==> config.mk <==
export PLATFORM = sky130hd
export DESIGN_NAME = msi_stimulus_sequencer
export DESIGN_NICKNAME = d
export VERILOG_FILES = /design/src/rtl/msi_stimulus_sequencer.sv
export SDC_FILE = /design/constraint.sdc
export NUM_CORES = 1
export LEC_CHECK = 0
export ABC_CLOCK_PERIOD_IN_PS = 8550
export CAP_MARGIN = 20
export CORE_MARGIN = 2
export CORE_UTILIZATION = 60
export CTS_CLUSTER_SIZE = 20
export DETAILED_ROUTE_END_ITERATION = 12
export GPL_ROUTABILITY_DRIVEN = 0
export PLACE_DENSITY_LB_ADDON = 0.08
export SKIP_CTS_REPAIR_TIMING = 1
export SYNTH_ARGS = -nofsm -noshare
export SYNTH_HDL_FRONTEND = slang
export SYNTH_SLANG_ARGS = --single-unit
==> constraint.sdc <==
create_clock -name Clock -period 8.55 [get_ports Clock]
set_input_delay 1.71 -clock Clock [delete_from_list [all_inputs] [get_ports Clock]]
set_output_delay 1.71 -clock Clock [all_outputs]
set_load 0.1 [all_outputs]
==> src/rtl/msi_stimulus_sequencer.sv <==
// msi_stimulus_sequencer
// Loadable vector memory that issues MSI stimulus vectors (request type, hit/miss,
// per-cache and directory coherence states) under a Valid/Ready handshake.
// Ports:
//   Clock, Reset          rising-edge clock, synchronous active-high reset
//   LoadEn/LoadAddr/Data  vector memory write port (ignored while Busy)
//   NumVectors, LoopMode  pass length and wrap mode, sampled on accepted Start
//   Start, Stop           sequence control (Stop wins)
//   Ready                 consumer accepts the presented vector
//   Valid, VecIndex       presented vector and its memory index
//   WriteRead, HitMiss,
//   stateCache,
//   stateDiretorio        vector fields
//   Busy, Done, Error     status; Error is sticky for illegal state codes
module msi_stimulus_sequencer #(
    parameter  int unsigned NUM_CACHES = 2,
    parameter  int unsigned DEPTH      = 16,
    localparam int unsigned IW         = $clog2(DEPTH),
    localparam int unsigned NW         = $clog2(DEPTH + 1),
    localparam int unsigned VW         = 4 + 3 * NUM_CACHES + 3
) (
    input  logic                    Clock,
    input  logic                    Reset,
    input  logic                    LoadEn,
    input  logic [IW-1:0]           LoadAddr,
    input  logic [VW-1:0]           LoadData,
    input  logic [NW-1:0]           NumVectors,
    input  logic                    LoopMode,
    input  logic                    Start,
    input  logic                    Stop,
    input  logic                    Ready,
    output logic                    Valid,
    output logic [1:0]              WriteRead,
    output logic [1:0]              HitMiss,
    output logic [3*NUM_CACHES-1:0] stateCache,
    output logic [2:0]              stateDiretorio,
    output logic [IW-1:0]           VecIndex,
    output logic                    Busy,
    output logic                    Done,
    output logic                    Error
);

    localparam int unsigned SW = 3 * NUM_CACHES;

    typedef enum logic [1:0] {
        IDLE = 2'd0,
        RUN  = 2'd1,
        DONE = 2'd2
    } state_t;

    state_t          state_q, state_d;
    logic [IW-1:0]   idx_q, idx_d;
    logic [NW-1:0]   n_q, n_d;
    logic            loop_q, loop_d;
    logic [VW-1:0]   vec_q, vec_d;
    logic            error_q, error_d;
    logic            valid_q, busy_q, done_q;

    logic [VW-1:0]   mem [DEPTH];
    logic            mem_we;
    logic [IW-1:0]   rd_idx;
    logic [VW-1:0]   rd_data;
    logic [NW-1:0]   n_clamp;
    logic            is_last;
    logic            start_ok;

    // True when any cache or directory field is outside {I,S,M}
    function automatic logic has_illegal(input logic [VW-1:0] v);
        logic       bad;
        logic [2:0] f;
        bad = 1'b0;
        for (int i = 0; i <= int'(NUM_CACHES); i++) begin
            f = v[3*i +: 3];
            if (f == 3'd0 || f > 3'd3) bad = 1'b1;
        end
        return bad;
    endfunction

    assign mem_we   = LoadEn & ~Reset & (state_q != RUN);
    assign start_ok = Start & ~Stop;
    assign n_clamp  = (NumVectors > NW'(DEPTH)) ? NW'(DEPTH) : NumVectors;
    assign is_last  = ((NW'(idx_q) + NW'(1)) == n_q);

    // Next vector to present is either entry 0 (start/wrap) or the successor
    assign rd_idx   = (state_q == RUN && !is_last) ? (idx_q + IW'(1)) : '0;

    // Same-cycle load forwards so a Start sees the word written alongside it
    assign rd_data  = (mem_we && LoadAddr == rd_idx) ? LoadData : mem[rd_idx];

    // Vector storage, deliberately untouched by Reset
    always_ff @(posedge Clock) begin
        if (mem_we) mem[LoadAddr] <= LoadData;
    end

    // State and output registers
    always_ff @(posedge Clock) begin
        if (Reset) begin
            state_q <= IDLE;
            idx_q   <= '0;
            n_q     <= '0;
            loop_q  <= 1'b0;
            vec_q   <= '0;
            error_q <= 1'b0;
            valid_q <= 1'b0;
            busy_q  <= 1'b0;
            done_q  <= 1'b0;
        end else begin
            state_q <= state_d;
            idx_q   <= idx_d;
            n_q     <= n_d;
            loop_q  <= loop_d;
            vec_q   <= vec_d;
            error_q <= error_d;
            valid_q <= (state_d == RUN);
            busy_q  <= (state_d == RUN);
            done_q  <= (state_d == DONE);
        end
    end

    // Next-state and next-output logic
    always_comb begin
        state_d = state_q;
        idx_d   = idx_q;
        n_d     = n_q;
        loop_d  = loop_q;
        vec_d   = vec_q;
        error_d = error_q;

        unique case (state_q)
            IDLE, DONE: begin
                if (Stop) begin
                    state_d = IDLE;
                    idx_d   = '0;
                end else if (start_ok) begin
                    n_d     = n_clamp;
                    loop_d  = LoopMode;
                    error_d = 1'b0;
                    if (n_clamp == '0) begin
                        state_d = DONE;
                    end else begin
                        state_d = RUN;
                        idx_d   = '0;
                        vec_d   = rd_data;
                        error_d = has_illegal(rd_data);
                    end
                end
            end
            RUN: begin
                if (Stop) begin
                    // Abort discards any handshake in this cycle
                    state_d = IDLE;
                    idx_d   = '0;
                end else if (Ready) begin
                    if (is_last && !loop_q) begin
                        state_d = DONE;
                    end else begin
                        idx_d   = rd_idx;
                        vec_d   = rd_data;
                        error_d = error_q | has_illegal(rd_data);
                    end
                end
            end
            default: begin
                state_d = IDLE;
            end
        endcase
    end

    assign Valid          = valid_q;
    assign Busy           = busy_q;
    assign Done           = done_q;
    assign Error          = error_q;
    assign VecIndex       = idx_q;
    assign WriteRead      = vec_q[VW-1 -: 2];
    assign HitMiss        = vec_q[VW-3 -: 2];
    assign stateCache     = vec_q[3 +: SW];
    assign stateDiretorio = vec_q[2:0];

endmodule
# Yosys cells after proc, flatten, opt, wreduce, memory -nomap -nowiden
# Memories as Yosys holds them, arrays and structs flattened.
# Cells that the tools add are included.
totals:
  register_bits: 28
  mem_count: 1
  mem_bits_rw: 208
  out_inout_bits: 21
  in_bits: 29
  elab_cells: 97
memory_table:
  columns: ["memory", "depth", "word_bits", "rd", "rd_clocked_by_memory_dff", "write_ports", "line_no", "rtl"]
  rows:
  - ["mem", 16, 13, 1, 0, 1, "59", "logic [VW-1:0] mem [DEPTH];"]
op_classes:
  n_bitwise: 6
  addsub: 2
  eq_ne: 17
  muxes: 40
  magnitude_cmp: 4
  reduce_logical: 19
op_table:
  columns: ["op", "n"]
  rows:
  - ["13-bit two-way mux", 7]
  - ["4-bit two-way mux", 7]
  - ["13-bit one-hot mux with 2 select lines", 1]
  - ["1-bit two-way mux", 15]
  - ["2-bit two-way mux", 6]
  - ["2-bit != test, second input constant", 6]
  - ["3-bit != test, second input constant", 4]
  - ["3-bit by 2-bit > comparator with 1-bit output, second input constant", 3]
  - ["3-bit zero test", 3]
  - ["4-bit one-hot mux with 2 select lines", 1]
  - ["7-bit AND reduction", 1]
  - ["6-bit AND reduction", 1]
  - ["4-bit by 1-bit adder with 5-bit output, second input constant", 1]
  - ["5-bit equality test", 1]
  - ["5-bit > comparator, second input constant", 1]
  - ["5-bit zero test", 1]
  - ["5-bit two-way mux", 1]
  - ["5-bit AND reduction", 1]
  - ["4-bit by 1-bit adder with 4-bit output, second input constant", 1]
  - ["2-bit by 1-bit equality test with 1-bit output, second input constant", 2]
  - ["2-bit equality test, second input constant", 2]
  - ["4-bit equality test", 1]
  - ["2-bit one-hot mux with 2 select lines", 1]
  - ["1-bit bitwise AND", 3]
  - ["11 further kinds", 17]

# Depth between registers and ports, before layout
# Gate-level depths: netlist (run 1).
logic_depth:
  word_depth: 22
  depth_mapped: 13

# Least setup slack after synthesis (run 1)
# OpenSTA, ideal clock, no wires.
synth_path:
  kind: "input port to flip-flop"
  from: "input LoadEn"
  to: "register error_q (netlist: Error)"
  t_arrival_ns: 3.515
  t_required_ns: 8.430
  stages: 10
  setup_slack_ns: 4.915
  cell_sequence: "nor2b_1 nand4_1 or3_1 clkbuf_1 inv_1 buf_2 a22oi_1 o211ai_1 nand4_1 o31a_1"
synth_via:
  elab_chain_len: 18
synth_rtl:
  columns: ["element", "line_no", "rtl"]
  rows:
  - ["from (decl)", "24", "input logic LoadEn,"]
  - ["1-bit bitwise AND * (2 in a row)", "79", "assign mem_we = LoadEn & ~Reset & (state_q != RUN);"]
  - ["1-bit logical AND *", "88", "assign rd_data = (mem_we && LoadAddr == rd_idx) ? LoadData : mem[rd_idx];"]
  - ["13-bit two-way mux *", "88", null]
  - ["3-bit by 2-bit > comparator with 1-bit output or 3-bit zero test (tied branches)", "74", "if (f == 3'd0 || f > 3'd3) bad = 1'b1;"]
  - ["1-bit logical OR", "74", null]
  - ["1-bit two-way mux (2 in a row)", "74", null]
  - ["1-bit two-way mux *", "74", null]
  - ["1-bit two-way mux", "154", "if (is_last && !loop_q) begin"]
  - ["1-bit two-way mux", "153", "end else if (Ready) begin"]
  - ["1-bit two-way mux", "149", "if (Stop) begin"]
  - ["1-bit two-way mux", "129", "unique case (state_q)"]
  - ["1-bit bitwise OR", "159", "error_d = error_q | has_illegal(rd_data);"]
  - ["1-bit two-way mux", "154", null]
  - ["1-bit two-way mux", "153", null]
  - ["1-bit two-way mux", "149", null]
  - ["1-bit one-hot mux with 2 select lines *", "129", null]
  - ["to (signal assigned)", "113", "error_q <= error_d;"]
  - ["to (decl)", "56", "logic error_q, error_d;"]
# Every way passes the cells marked *; elsewhere a longest branch is shown, timed or not. The select of a mux whose other input is x is not followed.
# A chain may end at the register's enable or synchronous reset.

# Worst setup path in the final report (run 1)
layout_path:
  from: "input Reset"
  to: "register error_q (netlist: Error)"
layout_via:
  elab_chain_len: 19
layout_rtl:
  columns: ["element", "line_no", "rtl"]
  rows:
  - ["from (decl)", "23", "input logic Reset,"]
  - ["1-bit inverter", "79", null]
  - ["1-bit bitwise AND (2 in a row)", "79", null]
  - ["1-bit logical AND", "88", null]
  - ["13-bit two-way mux", "88", null]
  - ["3-bit by 2-bit > comparator with 1-bit output or 3-bit zero test (tied branches)", "74", null]
  - ["1-bit logical OR", "74", null]
  - ["1-bit two-way mux (3 in a row)", "74", null]
  - ["1-bit two-way mux", "154", null]
  - ["1-bit two-way mux", "153", null]
  - ["1-bit two-way mux", "149", null]
  - ["1-bit two-way mux", "129", null]
  - ["1-bit bitwise OR", "159", null]
  - ["1-bit two-way mux", "154", null]
  - ["1-bit two-way mux", "153", null]
  - ["1-bit two-way mux", "149", null]
  - ["1-bit one-hot mux with 2 select lines", "129", null]
# Several ways; a longest one is shown, not always the timed one. The select of a mux whose other input is x is not followed.

==> results of run 1 <==
-- stage by stage --
step	hold slack (ns)	instance area [um^2]	std cells	total power (uW)	util [%]
2_1_floorplan	0.437	9900	695	1380	-
3_3_place_gp	0.445	10600	943	1440	66.5
3_5_place_dp	0.451	10600	943	1440	66.5
4_1_cts	0.459	11400	985	2420	71.1
5_1_grt	0.501	11400	986	2480	71.3
6_report	0.466	11400	986	2410	71.3
-- sequential cells by signal, indices dropped and copies added, names as in the netlist --
signal / cells
vec_q: 13
Done: 1
n_q: 5
VecIndex: 4
mem: 208
state_q: 2
Busy: 1
loop_q: 1
Error: 1
-- worst paths after layout --
check | to | startpoint | cells past startpoint
setup / recovery | Error | Reset | 10
hold / removal | loop_q | loop_q | 2
setup reg to reg | vec_q[9] | VecIndex[0] | 10
hold reg to reg | loop_q | loop_q | 2
-- metal layers --
| metal | routed length, um | track usage [%] | vias to the layer above |
|---|---|---|---|
| li1 | - | - | 2800 |
| met1 | 9560 | 39.0 | 3090 |
| met2 | 10800 | 41.7 | 346 |
| met3 | 2360 | 4.41 | 31 |
| met4 | 397 | 7.29 | 0 |
| met5 | 0 | 0 | - |
-- cell type report --
| cell class | instances | area [um^2] |
|---|---|---|
| Clock buffer | 27 | 591 |
| Clock inverter | 15 | 148 |
| Tap cell | 216 | 270 |
| Sequential cell | 236 | 6810 |
| Inverter | 10 | 37.5 |
| Timing Repair Buffer | 74 | 698 |
| Multi-Input combinational cell | 408 | 2860 |
| Fill cell | 1133 | 4590 |
-- where the power goes --
part           switching (uW)  internal [uW]
Combinational             103           45.4
Sequential               7.29           1270
Clock                     406            584
-- kinds of logic (layout without fill, tap and decap cells) --
kind of cell	count (synthesis)	in the layout
flops	236	236
simple gates	191	191
compound gates	152	152
mux	56	56
buf+inv	51	126
xor+xnor	8	8
fa+ha+maj	1	1
-- worst max-delay path: cells and delay by family --
family	cells	cell delay [ns]
AND/OR/NAND/NOR	4	1.03
buffers and inverters	2	1.25
AO/OA/AOI/OAI	4	0.69
-- synth_stat cells, drive strengths merged (7+ instances only) --
cell type  count
mux4           9
mux2          11
dfxtp         28
a211oi        17
mux2i         36
a31oi         12
clkbuf        13
nor2          60
nand3         16
o21ai         30
nand2b         7
a21oi         30
buf           28
nor3          14
nand2         68
a22oi         10
inv           10
edfxtp       208
==> flow_metrics.env, run 1 <==
export IMPL_synthDistinctLibCells=73
export IMPL_peakVddDrop_mv=0.180
export IMPL_cts_made_buffers=23
export IMPL_biggest_cell_delay_along_the_critical_path_ns=0.75
export IMPL_clock_tree_from_tritoncts="built"
export IMPL_place_ws_ns=3.04
export IMPL_vias_per_cell=6.36
export IMPL_diodes=0
export IMPL_synth_xor_area_share_pct=1.01
export IMPL_setup_tns_final_ns=0
export IMPL_clk_path_buf_depth=3
export IMPL_register_to_register_setup_slack_ns=4.52
export IMPL_core_rowCount=46
export IMPL_synth_seq_area_share_pct=68.8
export IMPL_max_slew_margin_rel_pct=28.6
export IMPL_worst_ep_arrival_time_ns=4.69
export IMPL_detailedPlacementHpwl_um=14700
export IMPL_fin_skew_ns=0.0166
export IMPL_groute_usage_overall_pct=26.5
export IMPL_layout_commonest_cell="edfxtp_1"
export IMPL_grt_first_pass_wirelength_um=35400
export IMPL_final_nets=783
export IMPL_async_set_or_reset_register_ratio_after_synthesis_pct=0
export IMPL_netlist_area_leader_share_pct=63.1
export IMPL_core_area_um2=16000
export IMPL_yosys_area_share_simple_pct=9.15
export IMPL_synth_edf_count=208
export IMPL_min_period_over_period_pct=50.2
export IMPL_report_final_setup_viol=0
export IMPL_status="finished clean"
export IMPL_setup_ws_ns=4.26
export IMPL_die_area_um2=17500
export IMPL_synth_cell_area_um2=9900
export IMPL_share_of_layout_cells_above_drive_strength_1_pct=13.9
export IMPL_p_per_area_nw_per_um2=211
export IMPL_floorplan_die_height_um=132
export IMPL_final_antenna_net_count=0
export IMPL_ys_warnings_count=0
export IMPL_timing_critical_path_mode_cell="nand4_1"
export IMPL_final_period_minus_worst_setup_slack_ns=4.29
export IMPL_max_cap_viol_count=0
export IMPL_worstSkewPairLatency_ns=0.51
export IMPL_dr_total_vias=6267
export IMPL_worstSetupEndpointType="register"
export IMPL_synth_compound_gate_area_share_pct=11.4
export IMPL_synth_largest_area_cell="edfxtp_1"
export IMPL_worst_slew_pin_transition_ns=1.07
export IMPL_routed_wl_um=23100
export IMPL_port_buffers=49
export IMPL_cell_types_occupying_the_most_area_after_synthesis="edfxtp_1, dfxtp_1, mux2i_1"
export IMPL_ioPinCount=50
export IMPL_required_ns=8.95
export IMPL_critical_path_peak_fanout=25
export IMPL_clock_sink_count=236
export IMPL_residual_overflow_from_global_routing=0
export IMPL_drt_wirelength_per_cell_um=23.5
export IMPL_rsz0062_at_grt="false"
export IMPL_power_leakage_uw=0.00365
export IMPL_synth_mux_area_fraction_pct=6.94
export IMPL_worstSetupPathType="input port to register"
export IMPL_flow_area_growth_from_synthesis_pct=15.3
export IMPL_initial_antenna_violation_count=0
export IMPL_layout_cells_most_common_list="edfxtp_1, nand2_1, nor2_1, clkdlybuf4s50_1, mux2i_1"
export IMPL_syn_nets=725
export IMPL_cts_htree_levels=1
export IMPL_first_drt_pass_iteration_count=5
export IMPL_synth_fa_ha_area_share_pct=0.126
export IMPL_cp_start_kind="input port"
export IMPL_worstHoldPathType="register to register"
export IMPL_syn_mean_instance_area_um2=14.2
export IMPL_synth_top_family_by_area="compound AO/OA/AOI/OAI gates"
export IMPL_yosys_register_bits=236
export IMPL_report_final_slew_viol_count=0
export IMPL_hold_viol=0
export IMPL_grt_pass1_vias=6034
export IMPL_achievable_frequency_mhz=233
export IMPL_syn_inst=695
export IMPL_synth_flop_cell="edfxtp_1"
export IMPL_drt_initial_drc_count=718
export IMPL_crit_chain="clkdlybuf4s50_1 > nor2b_1 > nand4_1 > or3_1 > inv_1 > a32o_1 > a311oi_2 > o211ai_1 > nand4_1 > o31a_1"
export IMPL_cts_reportedPaths_clkPinSlew_ns=0.06
export IMPL_critPathSlowestCell="inv_1"
export IMPL_clock_root_buffer="clkbuf_16"
export IMPL_initial_core_utilization_pct=61.8
export IMPL_grt_max_degree=38
export IMPL_drc_errors=0
export IMPL_die_x_um=132
(Power assumes the default switching activity.)
==> run 2, diff against run 1 <==
--- a/config.mk
+++ b/config.mk
@@ -5,10 +5,10 @@
 export SDC_FILE = /design/constraint.sdc
 export NUM_CORES = 1
 export LEC_CHECK = 0
-export ABC_CLOCK_PERIOD_IN_PS = 8550
+export ABC_CLOCK_PERIOD_IN_PS = 3520
 export CAP_MARGIN = 20
 export CORE_MARGIN = 2
-export CORE_UTILIZATION = 60
+export CORE_UTILIZATION = 54
 export CTS_CLUSTER_SIZE = 20
 export DETAILED_ROUTE_END_ITERATION = 12
 export GPL_ROUTABILITY_DRIVEN = 0
==> constraint.sdc (replaced) <==
create_clock -name Clock -period 3.52 [get_ports Clock]
set_input_delay 0.704 -clock Clock [delete_from_list [all_inputs] [get_ports Clock]]
set_output_delay 0.704 -clock Clock [all_outputs]
set_load 0.1 [all_outputs]
==> run 2 against run 1 <==
Effect of this change:
- cell count increased by 4.5%
- combinational power increased to 2.5 times the previous value
- register-to-register slack lost 4.3 ns
- cell area up 3.2%
- worst setup slack worse by 4.0 ns
- sequential share of layout area down 1.8 points
- sequential power up 140%
- total power rose to 2.6 times the previous value
- clock skew decreased by 0.0089 ns
==> flow_metrics.env, run 2 (synthesized netlist as in run 1, its figures left out) <==
export IMPL_status="finished clean"
export IMPL_initial_core_utilization_pct=55.1
export IMPL_hold_viol=0
export IMPL_die_x_um=139
export IMPL_p_per_area_nw_per_um2=537
export IMPL_largest_register_ff_count=208
export IMPL_hold_path_startpoint="loop_q"
export IMPL_cts_made_buffers=26
export IMPL_flow_area_growth_from_synthesis_pct=19.0
export IMPL_port_buffers=49
export IMPL_floorplan_die_height_um=139
export IMPL_rr_startpoint="VecIndex[1]"
export IMPL_worstSetupPathType="register to register"
export IMPL_layout_cells_most_common_list="edfxtp_1, nand2_1, nor2_1, buf_4, clkdlybuf4s50_1"
export IMPL_drc_errors=0
export IMPL_clock_tree_from_tritoncts="built"
export IMPL_rsz0062_at_grt="false"
export IMPL_max_cap_viol_count=0
export IMPL_vias_per_cell=6.13
export IMPL_core_rowCount=49
export IMPL_detailedPlacementHpwl_um=16200
export IMPL_clock_sink_count=236
export IMPL_layout_commonest_cell="edfxtp_1"
export IMPL_min_period_over_period_pct=93.5
export IMPL_dr_total_vias=6309
export IMPL_worst_ep_arrival_time_ns=3.70
export IMPL_grt_first_pass_wirelength_um=37600
export IMPL_peakVddDrop_mv=0.437
export IMPL_diodes=0
export IMPL_final_period_minus_worst_setup_slack_ns=3.29
export IMPL_worstSetupEndpointType="register"
export IMPL_layoutNonFillerInstCount=1030
export IMPL_report_final_slew_viol_count=0
export IMPL_core_area_um2=18000
export IMPL_final_antenna_net_count=0
export IMPL_achievable_frequency_mhz=304
export IMPL_fin_skew_ns=0.00766
export IMPL_required_ns=3.93
export IMPL_worstHoldPathType="register to register"
export IMPL_final_nets=811
export IMPL_die_area_um2=19400
export IMPL_first_drt_pass_iteration_count=5
export IMPL_placed_cells_incl_taps=982
export IMPL_residual_overflow_from_global_routing=0
export IMPL_top_register="mem"
export IMPL_worst_setup_path_startpoint="VecIndex[1]"
export IMPL_ioPinCount=50
export IMPL_setup_tns_final_ns=0
export IMPL_clk_path_buf_depth=3
export IMPL_cts_htree_levels=1
export IMPL_initial_antenna_violation_count=0
export IMPL_grt_max_degree=41
export IMPL_power_leakage_uw=0.00385
export IMPL_cp_start_kind="register"
export IMPL_drt_wirelength_per_cell_um=23.9
export IMPL_largest_registers="mem: 208 flops, vec_q: 13 flops, n_q: 5 flops"
export IMPL_report_final_setup_viol=0
export IMPL_cts_reportedPaths_clkPinSlew_ns=0.06
export IMPL_share_of_layout_cells_above_drive_strength_1_pct=18.1
export IMPL_grt_pass1_vias=6231
export IMPL_routed_wl_um=24700
export IMPL_groute_usage_overall_pct=25.4
export IMPL_max_slew_margin_rel_pct=31.1
export IMPL_clock_root_buffer="clkbuf_16"
export IMPL_drt_initial_drc_count=725
export IMPL_worstSkewPairLatency_ns=0.53
export IMPL_worst_slew_pin_transition_ns=1.03
export IMPL_critical_path_peak_fanout=13
run 2: cell types whose count changed in the layout (fill, tap and decap cells not counted), moves of 2 or more:
cell | before | now
buf_4 | 24 | 52
clkbuf_1 | 4 | 1
clkbuf_16 | 23 | 27
clkinvlp_4 | 0 | 4
clkinv_1 | 5 | 3
clkinv_2 | 5 | 7
bufinv_16 | 3 | 5
clkdlybuf4s50_1 | 49 | 46
run 2: stage by stage:
step	power [uW]	setup slack (ns)	hold WS, ns	area, um^2	utilization, %
final	6330	0.228	0.470	11800	65.5
after global routing	6470	0.0644	0.492	11800	65.5
after CTS	6350	0.255	0.465	11800	65.5
after detailed placement	3520	0.196	0.457	10900	60.5
after global placement	3510	0.291	0.445	10900	60.5
after floorplan	3360	0.0519	0.437	9900	-
run 2: area by class of cell:
cell class | instances | area (um^2)
clock inverter | 20 | 235
sequential | 236 | 6810
clock buffer | 28 | 679
tap | 229 | 287
fill | 1327 | 6190
timing repair buffer | 99 | 871
multi-input combinational | 408 | 2860
inverter | 10 | 37.5
run 2: path summary, 6_finish.rpt:
path	endpoint	slack (ns)	cells after the start
worst max-delay path	Error	0.23	11
worst min-delay path	loop_q	0.47	2
worst max register to register	Error	0.23	11
worst min register to register	loop_q	0.47	2
run 2: report_power, final:
part	internal (uW)	total (uW)	switching, uW
combinational	115	373	258
sequential	3070	3090	16.0
clock	1760	2860	1100
total	4950	6330	1370
run 2: routing by layer:
| layer | track usage [%] | vias to the layer above | routed length (um) |
|---|---|---|---|
| li1 | - | 2862 | - |
| met1 | 37.3 | 3101 | 10600 |
| met2 | 39.1 | 305 | 11300 |
| met5 | 0 | - | 0 |
| met4 | 6.91 | 0 | 465 |
| met3 | 5.47 | 41 | 2300 |
run 2: worst max-delay path: stages, from the launching register on:
cell	delay, ns
dfxtp_1	0.34
ha_1	0.22
buf_4	0.18
xnor2_1	0.12
a22o_1	0.25
o211a_4	0.32
nor2_2	0.67
o2bb2ai_1	0.22
o21ai_0	0.15
a211oi_2	0.31
nand4_1	0.13
o31a_1	0.26
==> run 3, diff against run 2 <==
--- a/config.mk
+++ b/config.mk
@@ -6,7 +6,7 @@
 export NUM_CORES = 1
 export LEC_CHECK = 0
 export ABC_CLOCK_PERIOD_IN_PS = 3520
-export CAP_MARGIN = 20
+export CAP_MARGIN = 5
 export CORE_MARGIN = 2
 export CORE_UTILIZATION = 54
 export CTS_CLUSTER_SIZE = 20
==> results of run 3 <==
The final DEF is identical to that of run 2; final timing and power are the same.
